<file path="src/rtl/regfile_mp.sv">
// Multi-ported register file: two read ports, a pipeline write port (3), a
// load-return write port (4) and a busy scoreboard with a population count.
// Reads are combinational with optional same-cycle forwarding, or registered
// with the post-write value (READ_REG=1).
module regfile_mp #(
  parameter int unsigned DATA_W   = 32,
  parameter int unsigned ADDR_W   = 5,
  parameter int unsigned ZERO_REG = 1,
  parameter int unsigned BYPASS   = 1,
  parameter int unsigned READ_REG = 0
) (
  input  logic              clock,
  input  logic              reset,
  input  logic [ADDR_W-1:0] a1,
  input  logic [ADDR_W-1:0] a2,
  output logic [DATA_W-1:0] rd1,
  output logic [DATA_W-1:0] rd2,
  input  logic [ADDR_W-1:0] a3,
  input  logic [DATA_W-1:0] wd3,
  input  logic              we3,
  input  logic [ADDR_W-1:0] a4,
  input  logic [DATA_W-1:0] wd4,
  input  logic              we4,
  input  logic              rsv_we,
  input  logic [ADDR_W-1:0] rsv_a,
  output logic              busy1,
  output logic              busy2,
  output logic [ADDR_W:0]   busy_cnt
);

  localparam int unsigned Depth = 2 ** ADDR_W;

  logic [DATA_W-1:0] r_mem [Depth];
  logic [Depth-1:0]  r_busy;
  logic [ADDR_W:0]   r_busy_cnt;
  logic [DATA_W-1:0] r_rd1, r_rd2;
  logic              r_busy1, r_busy2;

  logic              w_we3, w_we4, w_rsv;
  logic [Depth-1:0]  w_busy_d;
  logic [ADDR_W:0]   w_busy_cnt_d;
  logic              w_inc, w_dec;
  logic [DATA_W-1:0] w_rd1_post, w_rd2_post, w_rd1_cmb, w_rd2_cmb;
  logic              w_busy1_cmb, w_busy2_cmb;

  // Read value for address a; byp selects same-cycle forwarding of write data.
  function automatic logic [DATA_W-1:0] read_val(input logic [ADDR_W-1:0] a,
                                                 input logic byp);
    if (ZERO_REG != 0 && a == '0) return '0;
    if (byp && w_we3 && a3 == a) return wd3;
    if (byp && w_we4 && a4 == a) return wd4;
    return r_mem[a];
  endfunction

  // Effective enables: reset suppresses everything, address 0 is inert if hardwired.
  always_comb begin
    w_we3 = we3 && !reset && !(ZERO_REG != 0 && a3 == '0);
    w_we4 = we4 && !reset && !(ZERO_REG != 0 && a4 == '0);
    w_rsv = rsv_we && !reset && !(ZERO_REG != 0 && rsv_a == '0);
  end

  // Next busy vector: load return clears, a new reservation wins over a clear.
  always_comb begin
    w_busy_d = r_busy;
    if (w_we4) w_busy_d[a4] = 1'b0;
    if (w_rsv) w_busy_d[rsv_a] = 1'b1;
  end

  // Busy count tracks only real 0->1 and 1->0 transitions of the busy bits.
  always_comb begin
    w_inc        = w_rsv && !r_busy[rsv_a];
    w_dec        = w_we4 && r_busy[a4] && !(w_rsv && rsv_a == a4);
    w_busy_cnt_d = r_busy_cnt;
    if (w_inc && !w_dec) w_busy_cnt_d = r_busy_cnt + 1'b1;
    if (!w_inc && w_dec) w_busy_cnt_d = r_busy_cnt - 1'b1;
  end

  // Read-port values: post-write (registered mode) and combinational mode.
  always_comb begin
    w_rd1_post  = read_val(a1, 1'b1);
    w_rd2_post  = read_val(a2, 1'b1);
    w_rd1_cmb   = read_val(a1, BYPASS != 0);
    w_rd2_cmb   = read_val(a2, BYPASS != 0);
    w_busy1_cmb = r_busy[a1] &&
                  !(BYPASS != 0 && w_we4 && a4 == a1 && !(w_rsv && rsv_a == a1));
    w_busy2_cmb = r_busy[a2] &&
                  !(BYPASS != 0 && w_we4 && a4 == a2 && !(w_rsv && rsv_a == a2));
  end

  // Storage update; port 3 is written last so it wins an address conflict.
  always_ff @(posedge clock) begin
    if (reset) begin
      for (int i = 0; i < int'(Depth); i++) r_mem[i] <= '0;
    end else begin
      if (w_we4) r_mem[a4] <= wd4;
      if (w_we3) r_mem[a3] <= wd3;
    end
  end

  // Scoreboard state.
  always_ff @(posedge clock) begin
    if (reset) begin
      r_busy     <= '0;
      r_busy_cnt <= '0;
    end else begin
      r_busy     <= w_busy_d;
      r_busy_cnt <= w_busy_cnt_d;
    end
  end

  // Registered read ports capture the post-write value of the presented address.
  always_ff @(posedge clock) begin
    if (reset) begin
      r_rd1   <= '0;
      r_rd2   <= '0;
      r_busy1 <= 1'b0;
      r_busy2 <= 1'b0;
    end else begin
      r_rd1   <= w_rd1_post;
      r_rd2   <= w_rd2_post;
      r_busy1 <= w_busy_d[a1];
      r_busy2 <= w_busy_d[a2];
    end
  end

  assign rd1      = (READ_REG != 0) ? r_rd1   : w_rd1_cmb;
  assign rd2      = (READ_REG != 0) ? r_rd2   : w_rd2_cmb;
  assign busy1    = (READ_REG != 0) ? r_busy1 : w_busy1_cmb;
  assign busy2    = (READ_REG != 0) ? r_busy2 : w_busy2_cmb;
  assign busy_cnt = r_busy_cnt;

endmodule

</file>
<file path="config.mk">
export PLATFORM = sky130hd
export DESIGN_NAME = regfile_mp
export DESIGN_NICKNAME = d
export VERILOG_FILES = /design/src/rtl/regfile_mp.sv
export SDC_FILE = /design/constraint.sdc
export NUM_CORES = 2
export LEC_CHECK = 0
export BUFFER_PORTS_ARGS = -buffer_cell sky130_fd_sc_hd__buf_2
export CAP_MARGIN = 20
export CORE_MARGIN = 2
export CORE_UTILIZATION = 55
export CTS_CLUSTER_SIZE = 20
export DETAILED_ROUTE_END_ITERATION = 6
export GPL_TIMING_DRIVEN = 0
export PLACE_DENSITY_LB_ADDON = 0.1
export SLEW_MARGIN = 10
export SYNTH_ARGS = -nofsm -noshare
export SYNTH_HDL_FRONTEND = slang
export SYNTH_SLANG_ARGS = --single-unit
</file>
<file path="constraint.sdc">
create_clock -name clock -period 4.5 [get_ports clock]
set_input_delay 0.225 -clock clock [delete_from_list [all_inputs] [get_ports clock]]
set_output_delay 0.225 -clock clock [all_outputs]
set_load 0.01 [all_outputs]
</file>
# == Word level (Yosys, flattened, before mapping) ==
# Memories as Yosys holds them, arrays and structs flattened.
# Cells that the tools add are included.
# word_totals
register_bits,38
ram_bits,1024
in_bits,94
memories,1
# classes
addsub,2
magnitude_cmp,6
n_eq_ne,7
mux,54
bitwise_logic,3
n_reduce_logical,44
# mem_list
memory,depth,word_bits,read_ports,rd_clocked_by_memory_dff,write_ports,line,source
r_mem,32,32,2,0,32,33,logic [DATA_W-1:0] r_mem [Depth];
# ops
op,n
32-bit 2-to-1 mux,16
32-bit OR reduction,2
5-bit == test,7
32-bit AND,1
32-bit inverter,1
32-bit OR,1
1-bit 2-to-1 mux,28
5-bit logical NOT,5
1-bit logical AND,24
5-bit by 6-bit < comparator with 1-bit output (second input constant),4
1-bit binary-select mux with 5-bit select,4
1-bit logical NOT,12
6-bit 2-to-1 mux,2
1-bit demux with 5-bit select,2
5-bit by 1-bit >= comparator with 1-bit output (second input constant),2
5-bit 2-to-1 mux,2
6-bit by 1-bit adder with 6-bit output (second input constant),1
6-bit by 1-bit subtractor with 6-bit output (second input constant),1
2-bit nonzero test,1

# == Depth between registers and ports, before layout ==
# depth
depth_word,11
mapped_depth,15
ltp_nobuf,13

# == Worst setup path before layout ==
# No wires, ideal clock.
# synth_path
kind,input to register
startpoint,input port a4[2]
endpoint,"memory r_mem[4][0], enable pin"
t_arrival_ns,3.491
t_required_ns,4.034
path_slack_ns,0.543
path_stages,5
n_path_buf,3
cell_sequence,clkbuf_1 -> buf_2 -> or3b_1 -> clkbuf_1 -> o21ai_0
# synth_rtl
element,line,source
from (decl),21,"input logic [ADDR_W-1:0] a4,"
to (decl),33,

# == Final worst setup path ==
# layout_path
startpoint,input port a1[3]
endpoint,output port rd1[4]
# layout_via
elab_chain_cells,8
word_cells_on_any_way,17
# layout_rtl
element,line,source
from (decl),14,"input logic [ADDR_W-1:0] a1,"
5-bit == test,51,if (byp && w_we4 && a4 == a) return wd4;
1-bit logical AND,51,
1-bit 2-to-1 mux,51,
1-bit 2-to-1 mux (2 in series),-,
32-bit 2-to-1 mux,-,
32-bit 2-to-1 mux,51,
32-bit 2-to-1 mux *,50,if (byp && w_we3 && a3 == a) return wd3;
to (decl),16,"output logic [DATA_W-1:0] rd1,"
# Every way passes the cells marked *; elsewhere a longest branch is shown, timed or not. The select of a mux whose other input is x is not followed.

==> impl_metrics.json <==
{
  "clkPwrFrac": 0.387,
  "hold_path.startpoint": "wd4[31]",
  "cp_max_fo": 10,
  "r2r_cells": 12,
  "rsz0062_at_grt": "no",
  "startpoint_type": "input port",
  "die_x_um": 340.6,
  "clk_pin_slew_ns": 0.07,
  "drt-initial-drc-count": 11942,
  "crit_arrival_ns": 4.72,
  "place_ws_ns": -0.4195,
  "post_cts_buffers": 0,
  "clk_latency_ns": 0.80,
  "htree_levels": 3,
  "drt_wl_total_um": 336900,
  "run_status": "finished with violations",
  "post-route-min-period_ns": 4.940,
  "synth-edff-count": 1024,
  "cts_root_buf": "clkbuf_16",
  "grt_usage": 0.5723,
  "hpwlAfterDp_um": 246800,
  "yosysMostFrequentCell": "edfxtp_1",
  "slowest_delay_ns": 0.95,
  "dp_cells": 6148,
  "syn_area_per_cell_um2": 13.94,
  "r2r_end": "busy_cnt[5]$_SDFFE_PP0P_",
  "port_buffers": 85,
  "layout-drive-gt1-share": 0.2081,
  "seq_power_share": 0.443,
  "endpoint_kind": "output pin",
  "hold_depth": 2,
  "syn-cell-area_mm2": 0.06232,
  "area_growth_pct": 13.40,
  "synthDistinctLibCells": 63,
  "routabilityCongestion": 1.124,
  "fin_crit_sh": 1.098,
  "synthTopCellsByArea": "edfxtp_1 (49%), mux4_2 (18%), a22o_1 (14%)",
  "grt_pass1_vias": 50390,
  "drt_first_pass_iters": 7,
  "final_cells": 6412,
  "synth_common_cells": "edfxtp_1 (1024), a22o_1 (1006), clkbuf_1 (511)",
  "cap_viol_max_count": 0,
  "p_int_mw": 18.62,
  "cts.sinks": 1062,
  "holdPathEnd": "r_mem[31][31]$_DFFE_PP_",
  "wl_per_cell_um": 52.54,
  "violations": "design-rule violations, negative setup slack",
  "powerDensity_mw_per_mm2": 375.5,
  "fin_ws_ns": -0.4404,
  "grt_first_pass_wirelength_um": 441700,
  "ys.flop_type": "edfxtp_1",
  "cts.path.max_buffers": 3,
  "min_path_type": "input port to register",
  "p_leak_nw": 24.04,
  "path_cells": "clkbuf_1 -> clkbuf_1 -> nand2_1 -> a221oi_1 -> o21ai_0 -> nand3_1 -> nor3_1 -> nor3_2 -> buf_2",
  "grt_antenna_before_repair": 29,
  "numCtsBuffers": 118,
  "io_pins": 166,
  "ys_ff_latch": 1062,
  "async_reset_ff_frac": 0,
  "combPwrFrac": 0.170,
  "crit_required_ns": 4.28,
  "drc": 42,
  "core-area_mm2": 0.1125,
  "gr-total-overflow": 0,
  "finClkSkew_ns": 0.01840,
  "grt_max_degree": 25,
  "p_sw_mw": 7.917,
  "avgViaCountPerCell": 8.627,
  "die_y_um": 340.6,
  "hold_viol_final": 0,
  "maxSlewHeadroom": 0.09248,
  "drv_slew": 0,
  "ff2ff_setup_slack_ns": 1.07,
  "dieArea_mm2": 0.1160,
  "crit_top_cell": "clkbuf_1",
  "fmaxAchievable_ghz": 0.2024,
  "route.vias.total": 55316,
  "crit_slowest_cell": "clkbuf_1",
  "crit_type": "input port to output pin",
  "p_sw_frac": 0.2983,
  "start_util": 0.5540,
  "setup_viol": 95,
  "fillers": 8709,
  "postRouteAntennaNets": 0,
  "nNetsFinal": 4890,
  "ir_worst_vdd_v": 0.0003382,
  "synthCells": 4470,
  "tightest_slew_ns": 1.361,
  "synth_warnings": 0,
  "cts_tree": "yes",
  "synth_top_area_share": 0.4934,
  "r2r-start": "r_busy[18]$_SDFF_PP0_",
  "fp-row-count": 123,
  "yosys.area.top_type": "edfxtp_1",
  "final_util": 0.6282,
  "ys_seq_area_frac": 0.5056
}
## logic make-up (layout without fill, tap and decap cells)
kind of cell / after synthesis / after routing / share of synthesized area
simple gates: 424 / 424 / 0.03345
buf+inv: 710 / 1096 / 0.04523
xor+xnor: 40 / 40 / 0.005621
other cells: 1 / 57 / 0.00006017
compound gates: 1499 / 1499 / 0.1925
flops: 1062 / 1062 / 0.5056
fa+ha+maj: 6 / 6 / 0.001325
mux: 728 / 728 / 0.2162
## layer usage
layer  vias to the layer above  global-route usage  wire length [µm]
li1                      19351                   -                 -
met1                     27184              0.6766            103300
met2                      6943              0.7580            131200
met3                      1818              0.2825             61500
met4                        20              0.5236             40690
met5                         -             0.01471               275
## worst max-delay path: cells and delay by family
family,cells,cell delay (ns)
buffers and inverters,3,1.78
and+or+nand+nor,4,1.76
AOI/OAI and AO/OA,2,0.93
## power by group through the flow
stage,Sequential [mW],Clock [mW],Combinational (mW)
2_1_floorplan,11.8,0,2.20
4_1_cts,11.7,10.0,4.14
3_3_place_gp,12.0,0,3.94
3_5_place_dp,11.9,0,4.12
6_report,11.7,10.3,4.52
5_1_grt,11.8,10.4,4.37
## cell type report
type                            count  area (µm²)  share of cell area
Sequential cell                  1062       31510              0.4459
Inverter                           13       48.80           0.0006904
Multi-Input combinational cell   2729       28490              0.4031
Clock inverter                     78       884.6             0.01252
Antenna cell                       25       62.56           0.0008852
Buffer                            696        2841             0.04021
Clock buffer                      139        3053             0.04320
Timing Repair Buffer              170        1908             0.02700
Tap cell                         1500        1877             0.02656
## what timing repair did
action / 4_1_cts / 5_1_grt
resized for setup: 7 / 21
endpoints found under the setup margin: 30 / 44
hold endpoints to repair: 11 / 0
hold buffers: 9 / 0
## sequential cells by signal, summed over array words and instances (netlist names)
| name | flops |
|---|---|
| busy_cnt | 6 |
| r_busy | 32 |
| r_mem | 1024 |
## stage by stage
step	cell area, µm²	power (mW)	setup TNS [ns]	hold slack [ns]
floorplan	62440	14.01	0	0.4345
global placement	64740	15.92	-3278.98	0.4907
detailed placement	66350	16.05	-24.79	0.5085
CTS	70390	25.88	0	0.06208
global route	70610	26.55	0	0.08678
finish	70670	26.54	-10.03	0.05662
## how the worst max path moves through the flow
stage	start	endpoint	slack, ns	cells past startpoint
2_1_floorplan	a4[2]	r_mem[4][0]$_DFFE_PP_	0.54	5
3_3_place_gp	reset	r_mem[10][20]$_DFFE_PP_	-3.91	5
3_5_place_dp	reset	r_mem[1][15]$_DFFE_PP_	-0.42	9
4_1_cts	a4[4]	rd1[8]	0.002	9
5_1_grt	a2[1]	rd2[28]	0.004	12
6_report	a1[3]	rd1[4]	-0.44	9
## placed cells by master, fill, tap and decap left out, types with 24 or more instances in the layout
cell and n:
clkbuf_16 119, mux2i_1 227, clkinv_1 32, clkbuf_1 503, buf_1 77, o221ai_1 24
a22oi_1 103, dfxtp_1 38, nand2_1 73, o22ai_1 44, o21ai_0 73, buf_12 29
mux4_2 494, nand3_1 53, o21ai_4 29, conb_1 32, buf_2 172, diode_2 25
edfxtp_1 1024, nor2_1 120, a21oi_1 107, clkbuf_2 32, nor3_1 49, a22o_1 1006
Note: power is estimated with default switching activity, not from simulation.
